[config.mk]
export PLATFORM = sky130hd
export DESIGN_NAME = round_sd_axi
export DESIGN_NICKNAME = d
export VERILOG_FILES = /design/src/rtl/round_sd_axi.sv
export SDC_FILE = /design/constraint.sdc
export NUM_CORES = 1
export LEC_CHECK = 0
export BUFFER_PORTS_ARGS = -buffer_cell sky130_fd_sc_hd__buf_2
export CAP_MARGIN = 5
export CORE_MARGIN = 2
export CORE_UTILIZATION = 30
export DETAILED_ROUTE_END_ITERATION = 8
export PLACE_DENSITY = 0.5
export SYNTH_ARGS = -nofsm -noshare
export SYNTH_HDL_FRONTEND = slang
export SYNTH_SLANG_ARGS = --single-unit
[constraint.sdc]
create_clock -name clk -period 3 [get_ports clk]
set_input_delay 0.45 -clock clk [delete_from_list [all_inputs] [get_ports clk]]
set_output_delay 0.45 -clock clk [all_outputs]
set_load 0.01 [all_outputs]
[src/rtl/round_sd_axi.sv]
// round_sd_axi: streaming first-order error-feedback requantizer.
// Each accepted WIDTH_IN-bit sample is rounded to WIDTH_OUT bits. The rounding
// residual is carried into the next sample, so quantization noise moves to high
// frequency and the output has no DC bias. AXI-stream handshakes on both sides,
// with a single registered output stage (one cycle of latency, full throughput).
// Optional feature macro: ROUND_SD_CLIP_EN. When it is defined, out_tdata
// saturates to the signed WIDTH_OUT range; otherwise out_tdata wraps.
// The error register is always updated from the unclipped quotient.

module round_sd_axi #(
  parameter int WIDTH_IN          = 25,
  parameter int WIDTH_OUT         = 16,
  parameter int ERR_RESET_ON_LAST = 0
) (
  input  logic                 clk,
  input  logic                 reset,
  input  logic                 clear,
  input  logic [WIDTH_IN-1:0]  in_tdata,
  input  logic                 in_tlast,
  input  logic                 in_tvalid,
  output logic                 in_tready,
  output logic [WIDTH_OUT-1:0] out_tdata,
  output logic                 out_tlast,
  output logic                 out_tvalid,
  input  logic                 out_tready
);

  // Number of bits dropped by the requantizer; also the error register width.
  localparam int D = WIDTH_IN - WIDTH_OUT;

  // The saturating build needs one guard bit above the input width to tell
  // whether the rounded quotient left the output range. The wrapping build
  // only needs the low WIDTH_IN bits, because modular addition produces the
  // same low bits whatever the width.
`ifdef ROUND_SD_CLIP_EN
  localparam int SUM_W = WIDTH_IN + 1;
`else
  localparam int SUM_W = WIDTH_IN;
`endif
  localparam int Q_W = SUM_W - D;

  // Rounding offset of half an output LSB.
  localparam logic [SUM_W-1:0] HALF = {{(SUM_W - D){1'b0}}, 1'b1, {(D - 1){1'b0}}};

  logic                 accept;
  logic signed [SUM_W-1:0] sum;
  logic [SUM_W-1:0]     rounded;
  logic [Q_W-1:0]       q;
  logic [D-1:0]         e_next;
  logic [WIDTH_OUT-1:0] out_data;

  logic [D-1:0]         e_q, e_d;
  logic [WIDTH_OUT-1:0] out_tdata_q, out_tdata_d;
  logic                 out_tlast_q, out_tlast_d;
  logic                 out_tvalid_q, out_tvalid_d;

  // The input side may move whenever the output slot is empty or draining.
  assign in_tready  = out_tready || !out_tvalid_q;
  assign accept     = in_tvalid && in_tready;

  assign out_tdata  = out_tdata_q;
  assign out_tlast  = out_tlast_q;
  assign out_tvalid = out_tvalid_q;

  // Datapath: add the fed-back error, round to nearest, and split the result
  // into the output quotient and the new residual. The residual is the low D
  // bits of the rounded sum minus half an LSB, which is just the low D bits with
  // the top bit inverted, always in [-2^(D-1), 2^(D-1)-1].
  always_comb begin
    sum      = SUM_W'($signed(in_tdata)) + SUM_W'($signed(e_q));
    rounded  = sum + HALF;
    q        = rounded[SUM_W-1:D];
    e_next   = {~rounded[D-1], rounded[D-2:0]};
`ifdef ROUND_SD_CLIP_EN
    if (q[Q_W-1] != q[Q_W-2]) begin
      out_data = q[Q_W-1] ? {1'b1, {(WIDTH_OUT - 1){1'b0}}}
                          : {1'b0, {(WIDTH_OUT - 1){1'b1}}};
    end else begin
      out_data = q[WIDTH_OUT-1:0];
    end
`else
    out_data = q;
`endif
  end

  // Next-state for the output stage and the error register. clear wins over
  // the error update but never blocks or alters the sample being accepted.
  always_comb begin
    e_d          = e_q;
    out_tdata_d  = out_tdata_q;
    out_tlast_d  = out_tlast_q;
    out_tvalid_d = out_tvalid_q;

    if (accept) begin
      out_tdata_d  = out_data;
      out_tlast_d  = in_tlast;
      out_tvalid_d = 1'b1;
      if ((ERR_RESET_ON_LAST != 0) && in_tlast) begin
        e_d = '0;
      end else begin
        e_d = e_next;
      end
    end else if (out_tready) begin
      out_tvalid_d = 1'b0;
    end

    if (clear) begin
      e_d = '0;
    end
  end

  // State registers; reset drops any held sample immediately.
  always_ff @(posedge clk or posedge reset) begin
    if (reset) begin
      e_q          <= '0;
      out_tdata_q  <= '0;
      out_tlast_q  <= 1'b0;
      out_tvalid_q <= 1'b0;
    end else begin
      e_q          <= e_d;
      out_tdata_q  <= out_tdata_d;
      out_tlast_q  <= out_tlast_d;
      out_tvalid_q <= out_tvalid_d;
    end
  end

endmodule

== Word-level counts from Yosys, hierarchy flattened ==
Cells that the tools add are included.

* Register bits: 27
* Bits of input ports: 31
* Output and inout bits: 19
* Logic and storage cells: 16

* Add/sub/neg operators: 2
* Muxes and demuxes: 4
* Bitwise logic cells: 1
* Reduce and logical (&&, ||, !) cells: 5

{| class="wikitable"
|+ Operators by type and width
! operator !! count
|-
| adder 25 x 9 -> 25 bit || 1
|-
| adder 25 x 9 -> 25 bit (second input constant) || 1
|-
| two-way mux 9 bit || 2
|-
| nonzero test 2 bit || 2
|-
| two-way mux 1 bit || 2
|-
| logical AND 1 bit || 1
|-
| logical NOT 1 bit || 1
|-
| logical OR 1 bit || 1
|-
| NOT 1 bit || 1
|}

== Logic depth before layout (Yosys ltp) ==
* Word-level depth: 5
* Mapped depth: 11
* Mapped depth without buffers: 11

== Worst setup path after synthesis ==
No wires, ideal clock.

* Kind: reg2reg
* From: reg e_q[8]
* To: reg out_tdata_q[5], in the netlist out_tdata[5]
* Setup time: 0.124 ns
* Arrival: 2.512 ns
* Data required time: 2.876 ns
* Setup slack: 0.364 ns
* Cell stages (with the launch flop): 12
* Buffers on the path: 0
* Clock period less this slack: 2.636 ns
* Cell sequence: dfrtp_1 -> inv_1 -> ha_1 -> inv_1 -> ha_1 -> a21oi_1 -> o21ba_1 -> clkinv_1 -> a41oi_2 -> o21ai_1 -> nor4b_1 -> a211o_1

* Word-level cells in the longest chain between the ends: 2

{| class="wikitable"
|+ Ends and longest elaborated chain
! what !! RTL line !! text
|-
| from (decl) || 52 || <nowiki>logic [D-1:0] e_q, e_d;</nowiki>
|-
| from (signal assigned) || 115 || <nowiki>e_q <= '0;</nowiki>
|-
| from (signal assigned) || 120 || <nowiki>e_q <= e_d;</nowiki>
|-
| adder 25 x 9 -> 25 bit || 70 || <nowiki>sum = SUM_W'($signed(in_tdata)) + SUM_W'($signed(e_q));</nowiki>
|-
| adder 25 x 9 -> 25 bit || 71 || <nowiki>rounded = sum + HALF;</nowiki>
|-
| to (signal assigned) || 121 || <nowiki>out_tdata_q <= out_tdata_d;</nowiki>
|-
| to (decl) || 53 || <nowiki>logic [WIDTH_OUT-1:0] out_tdata_q, out_tdata_d;</nowiki>
|}

Every way passes these cells.
A chain may end at the register's enable or synchronous reset.

== Final worst setup path ==
* From: reg e_q[1]
* To: reg out_tdata_q[14], in the netlist out_tdata[14]

The elaborated chain is that of the path after synthesis.

==> flow_metrics.env <==
export IMPL_status="complete, no violations"
export IMPL_root_buffer_selected_by_cts="clkbuf_8"
export IMPL_synth_net_count=378
export IMPL_clock_sink_total=27
export IMPL_drcViolationCount=0
export IMPL_fp_dieH_um=95.7
export IMPL_hold_ws_ns=0.219
export IMPL_totalWireLength_mm=6.14
export IMPL_cts_made_buffers=3
export IMPL_area_delta_synth_final_pct=17.2
export IMPL_startpoint_class="register"
export IMPL_critical_path_arrival_ns=3.01
export IMPL_clock_skew_ns=0.00665
export IMPL_criticalPathCategory="reg -> reg"
export IMPL_setup_viol=0
export IMPL_cts_resized=0
export IMPL_clock_tree_htree_level_count=1
export IMPL_number_of_enable_flip_flop_cells_after_synthesis=0
export IMPL_max_slew_margin=0.516
export IMPL_postSynthCellCount=299
export IMPL_tightestPinTransition_ns=0.727
export IMPL_synth_largest_area_cell="dfrtp_1"
export IMPL_layout_commonest_cell="buf_2"
export IMPL_yosysTopAreaCellShare=0.268
export IMPL_asyncSetResetFlopFracSynth=1.00
export IMPL_critical_path_slowest_cell="dfrtp_1"
export IMPL_finalCritPeriodShare=0.930
export IMPL_grt_antenna_before_repair=0
export IMPL_cts_hold_buf=0
export IMPL_path_buf_inv=1
export IMPL_cap_viol_max_count=0
export IMPL_worst_setup_path_end_kind="register"
export IMPL_globalRouteOverflowTotal=0
export IMPL_tritoncts="built"
export IMPL_drt_iter0_markers=80
export IMPL_drive_above_1_share=0.189
export IMPL_fp_dieArea_mm2=0.00917
export IMPL_firstDrtPassIters=4
export IMPL_rsz0062_at_grt="false"
export IMPL_clock_tree_buffer_depth=2
export IMPL_grt_use_total=0.141
export IMPL_grt_max_degree=28
export IMPL_critical_path_max_stage_delay_ns=0.41
export IMPL_n_antenna_cell=0
export IMPL_dieWidth_um=95.7
export IMPL_crit_path_cell_trace="ha_1, ha_1, inv_1, fa_1, nand2b_1, a21oi_1, o21ai_1, a22o_1, a211o_1, a211o_1, nand3_1"
export IMPL_worstSkewPairLatency_ns=0.28
export IMPL_vdd_ir_drop_worst_uv=187
export IMPL_wire_per_inst_um=13.5
export IMPL_detail_route_antenna_nets=0
export IMPL_dp_hpwl_mm=4.90
export IMPL_vias=2278
export IMPL_cpLargestDelayFamily="compound AO/OA/AOI/OAI gates"
export IMPL_ys_ff_latch=27
export IMPL_final_min_clock_period_ns=2.79
export IMPL_finalWeightedCongestion=0.789
export IMPL_first_global_vias=2239
export IMPL_synth_main_ff_cell="dfrtp_1"
export IMPL_synth_seq_area_share=0.268
export IMPL_post_synth_main_area_contributors="dfrtp_1 27%, ha_1 23%, a21oi_1 7.5%"
export IMPL_coreArea_mm2=0.00818
export IMPL_totalNegativeSetupSlack_ns=0
export IMPL_power_density_cell_area_mw_per_mm2=467
export IMPL_worst_path_max_fanout=5
export IMPL_synth_area_per_inst_um2=8.44
export IMPL_fillerInstances=859
export IMPL_hold_viol_final=0
export IMPL_synth_distinct_cells=46
export IMPL_cts_clk_slew_worst_paths_ns=0.11
export IMPL_netlist_area_mm2=0.00252
export IMPL_number_of_top_level_design_ports=50
export IMPL_layout_common_cells="49 x buf_2, 47 x ha_1, 44 x nand2_1"
export IMPL_timing_fmax_ghz=0.358
export IMPL_required_ns=3.22
export IMPL_buffer_ports_inserted=49
export IMPL_std_cell_rows=33
export IMPL_timing_final_max_slew_violations=0
export IMPL_via_per_inst=5.01
export IMPL_cellLeakagePower_uw=0.00150
export IMPL_effective_utilization_at_floorplan=0.309
export IMPL_grt_first_pass_wirelength_mm=10.2
export IMPL_synth_warning_count=0
export IMPL_cts_repair_timing_setup_buffer_count=0
export IMPL_min_path_type="in -> async"
export IMPL_layout_nets=430
-- cell usage after synthesis (all sizes together) (4+ instances only) --
| library cell | count |
|---|---|
| ha | 47 |
| nand2 | 45 |
| a21oi | 39 |
| dfrtp | 27 |
| o21ai | 20 |
| inv | 13 |
| xnor2 | 12 |
| nor2 | 10 |
| nand3 | 9 |
| nor3 | 8 |
| a21o | 7 |
| clkbuf | 7 |
| nand2b | 6 |
| nand4 | 4 |
| xor2 | 4 |
-- cells by family (layout without fill, tap and decap cells) --
kind of cell / count (synthesis) / after routing / synth area share
flip-flops: 27 / 27 / 0.268
adder cells (fa/ha/maj): 48 / 48 / 0.241
XOR/XNOR: 16 / 16 / 0.0555
AND/OR/NAND/NOR: 92 / 92 / 0.170
AO/OA/AOI/OAI: 91 / 91 / 0.223
multiplexers: 1 / 1 / 0.00396
buffers and inverters: 24 / 75 / 0.0391
-- stage by stage --
stage          setup slack [ns]  total power, uW   util  std cells  area [um^2]
2_1_floorplan             0.364              962      -        299         2520
3_3_place_gp              0.136             1170  0.357        451         2920
3_5_place_dp             0.0792             1170  0.357        451         2920
4_1_cts                   0.195             1410  0.362        455         2960
5_1_grt                  0.0157             1510  0.362        455         2960
6_report                  0.209             1380  0.362        455         2960
-- report_power, final --
part / leakage [uW] / internal (uW) / switching [uW]
registers: 0.000339 / 438 / 39.5
logic: 0.00114 / 292 / 386
clock network: 0.0000228 / 95.7 / 132
total: 0.00150 / 825 / 558
-- layer usage --
| layer | GRT usage | up-vias | part of all wire |
|---|---|---|---|
| met2 | 0.238 | 46 | 0.47 |
| met1 | 0.192 | 1056 | 0.47 |
| li1 | - | 1172 | - |
| met5 | 0 | - | 0 |
| met4 | 0.0262 | 0 | 0.0093 |
| met3 | 0.0227 | 4 | 0.045 |
-- layout make-up --
class	count	area, um^2	area share
flip-flops and latches	27	676	0.228
inverters	14	52.6	0.0178
clock buffers	4	45.0	0.0152
repair buffers	57	305	0.103
multi-input cells	248	1750	0.591
well taps	105	131	0.0444
-- flip-flops by register name (all words and copies together), names as in the netlist --
register,flops
out_tlast,1
out_tdata,16
e_q,9
out_tvalid,1
-- worst min-delay path, stage by stage --
cell and delay (ns):
buf_2 0.09, inv_1 0.04, buf_4 0.35
-- final timing paths --
| kind | from | end | slack [ns] | cells after the start |
|---|---|---|---|---|
| worst max-delay path | e_q[1] | out_tdata[14] | 0.21 | 11 |
| worst min register to register | out_tlast | out_tlast | 0.49 | 2 |
| worst max register to register | e_q[1] | out_tdata[14] | 0.21 | 11 |
| min in group clk | in_tlast | out_tlast | 0.35 | 3 |
| worst min-delay path | reset | out_tdata[9] | 0.22 | 3 |
| max in group asynchronous | reset | e_q[7] | 2.50 | 3 |
Note: power is estimated with default switching activity, not from simulation.
